--- config.mk ---
export PLATFORM = sky130hd
export DESIGN_NAME = xbar_out_mux
export DESIGN_NICKNAME = d
export VERILOG_FILES = /design/src/rtl/xbar_out_mux.sv
export SDC_FILE = /design/constraint.sdc
export NUM_CORES = 1
export LEC_CHECK = 0
export CAP_MARGIN = 20
export CORE_UTILIZATION = 45
export CTS_CLUSTER_DIAMETER = 80
export DETAILED_ROUTE_END_ITERATION = 10
export HOLD_SLACK_MARGIN = 0.03
export PLACE_DENSITY = 0.86
export SETUP_SLACK_MARGIN = 0.02
export SYNTH_ARGS = -nofsm -noshare
export SYNTH_HDL_FRONTEND = slang
export SYNTH_SLANG_ARGS = --single-unit
export TNS_END_PERCENT = 20
--- constraint.sdc ---
create_clock -name clk -period 8.6 [get_ports clk]
set_input_delay 1.72 -clock clk [delete_from_list [all_inputs] [get_ports clk]]
set_output_delay 1.72 -clock clk [all_outputs]
set_load 0.02 [all_outputs]
--- src/rtl/xbar_out_mux.sv ---
// -----------------------------------------------------------------------------
// xbar_out_mux
//
// Per-output-port data path of the stream crossbar. It sits behind the
// round-robin arbiter of one output port. When the arbiter grants a source,
// this block locks onto that source for one whole packet. It then moves the
// source's AXI-Stream beats through a 2-entry output buffer.
//
// Packets are bounded to MAX_PACKETS beats. The beat that reaches the limit
// is marked last and the lock is released. Any remaining beats from that
// source form a new packet on its next grant.
//
// Handshake rule (both sides): a beat transfers in a cycle where valid and
// ready are both high. Ready never depends on valid on the same interface.
//
// Ports
//   clk, rst_n   clock and synchronous active-low reset
//   grant_i      one-hot grant from the arbiter (sampled only in IDLE)
//   s_tvalid_i   per-source valid
//   s_tdata_i    per-source data, source k at [k*DATA_WIDTH +: DATA_WIDTH]
//   s_tlast_i    per-source last
//   s_tready_o   per-source ready, only the locked source can be high
//   s_last_o     strobe when the locked source's packet terminates
//                (goes to the arbiter's last input)
//   m_tvalid_o   output valid
//   m_tdata_o    output data
//   m_tlast_o    output last
//   m_tid_o      output source index
//   m_tready_i   output ready
//   busy_o       high while locked onto a source
//   trunc_o      pulse when a packet is cut at MAX_PACKETS beats
// -----------------------------------------------------------------------------
module xbar_out_mux #(
   parameter int  NUM_REQUEST = 4,
   parameter int  DATA_WIDTH  = 32,
   parameter int  MAX_PACKETS = 8,
   localparam int SEL_W       = $clog2(NUM_REQUEST)
) (
   input  logic                              clk,
   input  logic                              rst_n,
   input  logic [NUM_REQUEST-1:0]            grant_i,
   input  logic [NUM_REQUEST-1:0]            s_tvalid_i,
   input  logic [NUM_REQUEST*DATA_WIDTH-1:0] s_tdata_i,
   input  logic [NUM_REQUEST-1:0]            s_tlast_i,
   output logic [NUM_REQUEST-1:0]            s_tready_o,
   output logic [NUM_REQUEST-1:0]            s_last_o,
   output logic                              m_tvalid_o,
   output logic [DATA_WIDTH-1:0]             m_tdata_o,
   output logic                              m_tlast_o,
   output logic [SEL_W-1:0]                  m_tid_o,
   input  logic                              m_tready_i,
   output logic                              busy_o,
   output logic                              trunc_o
);

   localparam int               CNT_W    = $clog2(MAX_PACKETS) + 1;
   // Beat count at which the beat being accepted is the MAX_PACKETS-th one.
   localparam logic [CNT_W-1:0] TERM_CNT = CNT_W'(MAX_PACKETS - 1);

   typedef enum logic {
      ST_IDLE   = 1'b0,
      ST_LOCKED = 1'b1
   } state_t;

   // ---------------------------------------------------------------------
   // State
   // ---------------------------------------------------------------------
   state_t                 state_q;
   logic [SEL_W-1:0]       sel_q;
   logic [CNT_W-1:0]       beat_cnt_q;

   // 2-entry FIFO: payload (no reset) plus pointers and occupancy.
   logic [DATA_WIDTH-1:0]  fifo_data_q [2];
   logic [SEL_W-1:0]       fifo_id_q   [2];
   logic [1:0]             fifo_last_q;
   logic                   wr_ptr_q;
   logic                   rd_ptr_q;
   logic [1:0]             count_q;

   // ---------------------------------------------------------------------
   // Combinational helpers
   // ---------------------------------------------------------------------
   logic [SEL_W-1:0]       grant_idx;
   logic                   src_valid;
   logic                   src_last;
   logic [DATA_WIDTH-1:0]  src_data;
   logic                   buf_ready;
   logic                   accept;
   logic                   max_hit;
   logic                   term;
   logic                   consume;

   // Lowest set grant bit wins. Scanning from the top and letting the later
   // (lower) index overwrite gives that priority. It also defines behaviour
   // for an illegal multi-hot grant.
   always_comb begin
      grant_idx = '0;
      for (int i = NUM_REQUEST - 1; i >= 0; i--) begin
         if (grant_i[i]) begin
            grant_idx = SEL_W'(i);
         end
      end
   end

   // Select the locked source's signals. The compare-based mux keeps an
   // out-of-range sel (non power-of-two NUM_REQUEST) harmless.
   always_comb begin
      src_valid = 1'b0;
      src_last  = 1'b0;
      src_data  = '0;
      for (int k = 0; k < NUM_REQUEST; k++) begin
         if (sel_q == SEL_W'(k)) begin
            src_valid = s_tvalid_i[k];
            src_last  = s_tlast_i[k];
            src_data  = s_tdata_i[k*DATA_WIDTH +: DATA_WIDTH];
         end
      end
   end

   assign buf_ready = (state_q == ST_LOCKED) && (count_q != 2'd2);
   assign accept    = buf_ready && src_valid;
   assign max_hit   = (beat_cnt_q == TERM_CNT);
   assign term      = src_last || max_hit;
   assign consume   = (count_q != 2'd0) && m_tready_i;

   // ---------------------------------------------------------------------
   // Lock FSM and beat counter
   // ---------------------------------------------------------------------
   always_ff @(posedge clk) begin
      if (!rst_n) begin
         state_q    <= ST_IDLE;
         sel_q      <= '0;
         beat_cnt_q <= '0;
      end else begin
         case (state_q)
            ST_IDLE: begin
               if (grant_i != '0) begin
                  sel_q      <= grant_idx;
                  beat_cnt_q <= '0;
                  state_q    <= ST_LOCKED;
               end
            end
            ST_LOCKED: begin
               // Grant is ignored here. Leaving on a terminating accept
               // guarantees one IDLE cycle before the next lock.
               if (accept) begin
                  beat_cnt_q <= beat_cnt_q + 1'b1;
                  if (term) begin
                     state_q <= ST_IDLE;
                  end
               end
            end
            default: state_q <= ST_IDLE;
         endcase
      end
   end

   // ---------------------------------------------------------------------
   // Output buffer
   // ---------------------------------------------------------------------
   always_ff @(posedge clk) begin
      if (!rst_n) begin
         wr_ptr_q <= 1'b0;
         rd_ptr_q <= 1'b0;
         count_q  <= 2'd0;
      end else begin
         if (accept) begin
            wr_ptr_q <= ~wr_ptr_q;
         end
         if (consume) begin
            rd_ptr_q <= ~rd_ptr_q;
         end
         case ({accept, consume})
            2'b10:   count_q <= count_q + 2'd1;
            2'b01:   count_q <= count_q - 2'd1;
            default: count_q <= count_q;
         endcase
      end
   end

   // Payload storage needs no reset. Occupancy alone decides validity.
   always_ff @(posedge clk) begin
      if (accept) begin
         fifo_data_q[wr_ptr_q] <= src_data;
         fifo_id_q[wr_ptr_q]   <= sel_q;
         fifo_last_q[wr_ptr_q] <= term;
      end
   end

   // ---------------------------------------------------------------------
   // Outputs: every output is forced to zero while reset is held
   // ---------------------------------------------------------------------
   always_comb begin
      s_tready_o = '0;
      s_last_o   = '0;
      for (int k = 0; k < NUM_REQUEST; k++) begin
         if (sel_q == SEL_W'(k)) begin
            s_tready_o[k] = rst_n && buf_ready;
            s_last_o[k]   = rst_n && accept && term;
         end
      end
   end

   // Forced termination only: a beat that is already marked last is not
   // counted as a truncation.
   assign trunc_o    = rst_n && accept && max_hit && !src_last;
   assign busy_o     = rst_n && (state_q == ST_LOCKED);
   assign m_tvalid_o = rst_n && (count_q != 2'd0);
   assign m_tdata_o  = rst_n ? fifo_data_q[rd_ptr_q] : '0;
   assign m_tlast_o  = rst_n && fifo_last_q[rd_ptr_q];
   assign m_tid_o    = rst_n ? fifo_id_q[rd_ptr_q] : '0;

endmodule

; Yosys cells after proc, flatten, opt, wreduce, memory -nomap -nowiden
; Memory sizes are Yosys's and may differ from the RTL's. A register that Yosys moved wholly into a read port is not among the register bits.
; Cells that the tools add are included.
[totals]
reg_bits = 13
ram_bits = 68
input_bits = 143
out_inout_bits = 46
wordCells = 92
mem_count = 2
[classes]
addsub = 3
order_cmp = 3
n_eq_ne = 9
muxes = 45
n_bitwise = 3
reduce_logical = 20
[memory_table]
columns = name, words, word_bits, read_ports, rd_clocked_by_memory_dff, wr, line_no
row1 = fifo_data_q, 2, 32, 1, 1, 1, 73  ; logic [DATA_WIDTH-1:0] fifo_data_q [2];
row2 = fifo_id_q, 2, 2, 1, 1, 1, 74  ; logic [SEL_W-1:0] fifo_id_q [2];
[op_table]
columns = cell, n
row1 = $mux 32, 5
row2 = $mux 1, 28
row3 = $logic_and 1x1->1, 12
row4 = $mux 2, 5
row5 = $mux 4, 2
row6 = $pmux 4 s2, 1
row7 = $eq 2x2->1 const B, 3
row8 = $add 4x1->4 const B, 1
row9 = $eq 2x1->1 const B, 2
row10 = $eq 4x3->1 const B, 1
row11 = $lt 1x2->1 const B, 2
row12 = $ne 2x2->1 const B, 2
row13 = $pmux 2 s2, 1
row14 = $reduce_and 2->1, 2
row15 = $reduce_bool 2->1, 2
row16 = $reduce_bool 4->1, 1
row17 = $not 1->1, 3
row18 = $add 2x1->2 const B, 1
row19 = $bwmux 2, 1
row20 = $logic_not 2->1, 1
row21 = $ne 2x1->1 const B, 1
row22 = $pmux 1 s2, 1
row23 = $sub 2x1->2 const B, 1
row24 = $demux 1 s1, 1
row25 = other kinds (3), 3

; Depth between registers and ports, before layout
[depth]
depth_word = 9
mapped_depth = 8
ltp_nobuf = 7

; Worst setup path before layout
; No wires, ideal clock.
[synth_timing]
path_kind = input port to output port
startpoint = in s_tvalid_i[1]
endpoint = out trunc_o
arrival_time_ps = 2738
required_time_ps = 6880
slack_ps = 4142
path_stages = 4
path_buffers = 0
cell_sequence = mux4_2 and3_4 inv_2 nor3_1
[synth_between]
elab_chain_cells = 7
[synth_lines]
columns = element, line_no
row1 = from (decl), 42  ; input logic [NUM_REQUEST-1:0] s_tvalid_i,
row2 = $mux 1 (3 in a row), 112  ; if (sel_q == SEL_W'(k)) begin
row3 = $logic_and 1x1->1, 121  ; assign accept = buf_ready && src_valid;
row4 = $logic_and 1x1->1 (3 in a row), 206  ; assign trunc_o = rst_n && accept && max_hit && !src_last;
row5 = to (decl), 53  ; output logic trunc_o
; Every way passes these cells.

; Worst setup path after layout
[layout_timing]
startpoint = in rst_n
endpoint = out s_last_o[0]
[layout_between]
elab_chain_cells = 3
[layout_lines]
columns = element, line_no
row1 = from (decl), 40  ; input logic rst_n,
row2 = $logic_and 1x1->1 (2 in a row), 199  ; s_last_o[k] = rst_n && accept && term;
row3 = $mux 1, 197  ; if (sel_q == SEL_W'(k)) begin
row4 = to (decl), 46  ; output logic [NUM_REQUEST-1:0] s_last_o,
; Every way passes these cells.

==> impl_metrics.csv <==
group,metric,value,unit
global_routing,grt_pass1_vias,3138,
yosys,synth_most_common_cell,"edfxtp_1",
sta,timing.fmax,181,MHz
critical_path,timing.critical_path.buf_inv,3,
floorplanning,coreArea,8850,sq um
sta,fin_skew,7.45,ps
finish,multi_input_area,1740,sq um
power_and_ir_drop,p_total,1.11,mW
floorplanning,rows,34,
yosys,yosysWarnings,0,
floorplanning,die_w,98.3,um
yosys,synth_ff_type,"edfxtp_1",
clock_tree,root_buffer,"clkbuf_8",
place,gp_congestion,0.741,
drt,ant_nets,0,
sta,final-max-slew-violation-count,0,
yosys,synth_fp_nets,417,
critical_path,crit_top_cell,"clkdlybuf4s50_1",
sta,period_share,64.2,%
finish,post-route-util,71.3,%
yosys,synth.avg_cell_area,15.3,sq um
worst_hold_path,hold_path_class,"reg -> reg",
critical_path,slowest_delay,650,ps
global_routing,antenna_found_initial,0,
outcome,violations,"design-rule violations",
drt,first_iter_violations,105,
global_routing,grt_remaining_overflow,0,
yosys,syn-instance-count,272,
finish,num-fill-cells,598,
sta,tns,0,ps
sta,min_period,5520,ps
sta,slew-limit-headroom,29.1,%
critical_path,cp_slowest_cell,"clkdlybuf4s50_1",
yosys,synth.cells.most_frequent,"edfxtp_1 (70), nor2b_1 (37), mux2i_1 (35), mux4_2 (34), nor2_1 (13)",
floorplanning,fp.dieArea,9660,sq um
critical_path,cp_data_arrival_time,3800,ps
yosys,yosysSeqAreaShare,56.1,%
drt,drc,8,
yosys,yosysUniqueCellTypes,33,
sta,setup_viol,0,
clock_tree,clock_latency,340,ps
sta,hold_viol,0,
clock_tree,htreeDepth,3,
global_routing,grt_max_degree,51,
finish,syn_to_final_growth,51.2,%
power_and_ir_drop,power_density,177,nW/um^2
critical_path,crit_path_end_kind,"output port",
floorplanning,die_h,98.3,um
flow_run,maxCapViolations,0,
yosys,synthTopCellsByArea,"edfxtp_1 (50%), mux4_2 (18%), mux2i_1 (8.4%)",
floorplanning,io_pins,189,
clock_tree,cts_tree,"done",
critical_path,path_cells,"clkdlybuf4s50_1 -> buf_4 -> and2_1 -> nand4_1 -> nor3_1 -> clkdlybuf4s50_1",
drt,firstDrtPassIters,7,
clock_tree,post-cts-setup-buffers,0,
global_routing,grt_util_all_layers,20.1,%
yosys,ys_seq_elements,82,
critical_path,path_max_fanout,50,
clock_tree,clock_sinks,82,
floorplanning,initial_core_util,47.2,%
clock_tree,clk_pin_slew,80,ps
critical_path,critical_path_class,"in -> out",
clock_tree,cts.path.max_buffers,2,
drt,totalWireLength,9.34,mm
critical_path,cp-start-kind,"input pin",
drt,wl_per_cell,16.5,um
outcome,status,"finished with violations",
finish,insertedDiodeCount,0,
clock_tree,cts-resized-gates,0,
place,io_buffers,188,
critical_path,required,6880,ps
clock_tree,hold_buffers,0,
finish,drive_gt1_share,13.5,%
finish,regArea,2350,sq um
critical_path,cp_top_family,"buffers and inverters",
sta,worstMarginPinSlew,1060,ps
drt,vias,2980,
drt,viasPerCell,5.26,
yosys,synth_top_cell_by_area,"edfxtp_1",
yosys,synth_edf_count,70,
sta,rsz0062_at_grt,"false",
yosys,async_flop_share,0,%
clock_tree,cts_buffers,9,
yosys,netlist.area_leader.share,50.4,%
power_and_ir_drop,p_leak,2.06,nW
power_and_ir_drop,vdd_ir_drop_max,71.1,uV
global_routing,grt_first_pass_wirelength,14.7,mm
place,dpl.hpwl,6.78,mm
yosys,syn_area,4170,sq um
finish,fin_nets,599,
[cells by family (layout without fill, tap and decap cells)]
group / count (synthesis) / count (layout) / share of synthesized area [%]
compound gates: 15 / 15 / 2.64
xor+xnor: 4 / 4 / 0.839
fa+ha+maj: 2 / 2 / 0.600
buf+inv: 23 / 210 / 2.43
flops: 82 / 82 / 56.1
mux: 69 / 69 / 26.7
simple gates: 77 / 77 / 10.6
[layer usage]
| layer | part of all wire (%) | global-route usage (%) |
|---|---|---|
| met1 | 37 | 21.4 |
| met4 | 1.1 | 6.89 |
| met2 | 55 | 37.8 |
| met3 | 7.0 | 5.73 |
| met5 | 0 | 0 |
[cell type report]
type / count / share of cell area [%]
well taps: 108 / 2.14
clock buffers: 9 / 1.96
inverters: 4 / 0.238
repair buffers: 190 / 30.1
clock inverters: 7 / 0.853
multi-input cells: 167 / 27.5
flip-flops and latches: 82 / 37.2
[worst register-to-register path, delay by kind of cell, from the launching register on]
kind | cells | cell delay, ps
flops | 1 | 1000
mux | 1 | 430
buf+inv | 1 | 90
simple gates | 2 | 1010
[cells in the final DEF (no fill, tap or decap), drive strengths merged, types with 4 or more instances in the layout]
cell type / count
o21a: 4
nor2: 13
clkdlybuf4s50: 188
inv: 6
and2: 4
nand2: 4
clkbuf: 9
and3: 5
mux2i: 35
mux4: 34
edfxtp: 70
dfxtp: 12
nor2b: 37
xnor2: 4
[path summary, 6_finish.rpt]
kind / startpoint / endpoint / slack, ps / cells after the start
min: beat_cnt_q[1]$_SDFFE_PN0P_ / beat_cnt_q[1]$_SDFFE_PN0P_ / 540 / 2
max reg2reg: sel_q[1]$_SDFFE_PN0P_ / fifo_data_q[0][22]$_DFFE_PP_ / 5670 / 4
min reg2reg: beat_cnt_q[1]$_SDFFE_PN0P_ / beat_cnt_q[1]$_SDFFE_PN0P_ / 540 / 2
max: rst_n / s_last_o[0] / 3080 / 6
[registers in the layout, summed over array words and instances, names as in the netlist, named ones only]
register and count:
wr_ptr_q 1, count_q 2, state_q 1, beat_cnt_q 4
fifo_id_q 4, sel_q 2, rd_ptr_q 1, fifo_data_q 64
fifo_last_q 2
[report_power, final]
part / switching (mW) / internal (mW)
registers: 0.0485 / 0.480
logic: 0.136 / 0.204
clock network: 0.138 / 0.107
total: 0.323 / 0.791
[metrics by stage]
step | setup slack, ps | hold slack [ps] | cells | area, sq um
global placement | 3120 | 485 | 551 | 6130
floorplan | 4140 | 448 | 272 | 4170
CTS | 3070 | 538 | 567 | 6310
global route | 2930 | 564 | 567 | 6310
detailed placement | 3080 | 527 | 551 | 6130
finish | 3080 | 538 | 567 | 6310
Power figures use the tool's default switching activity.
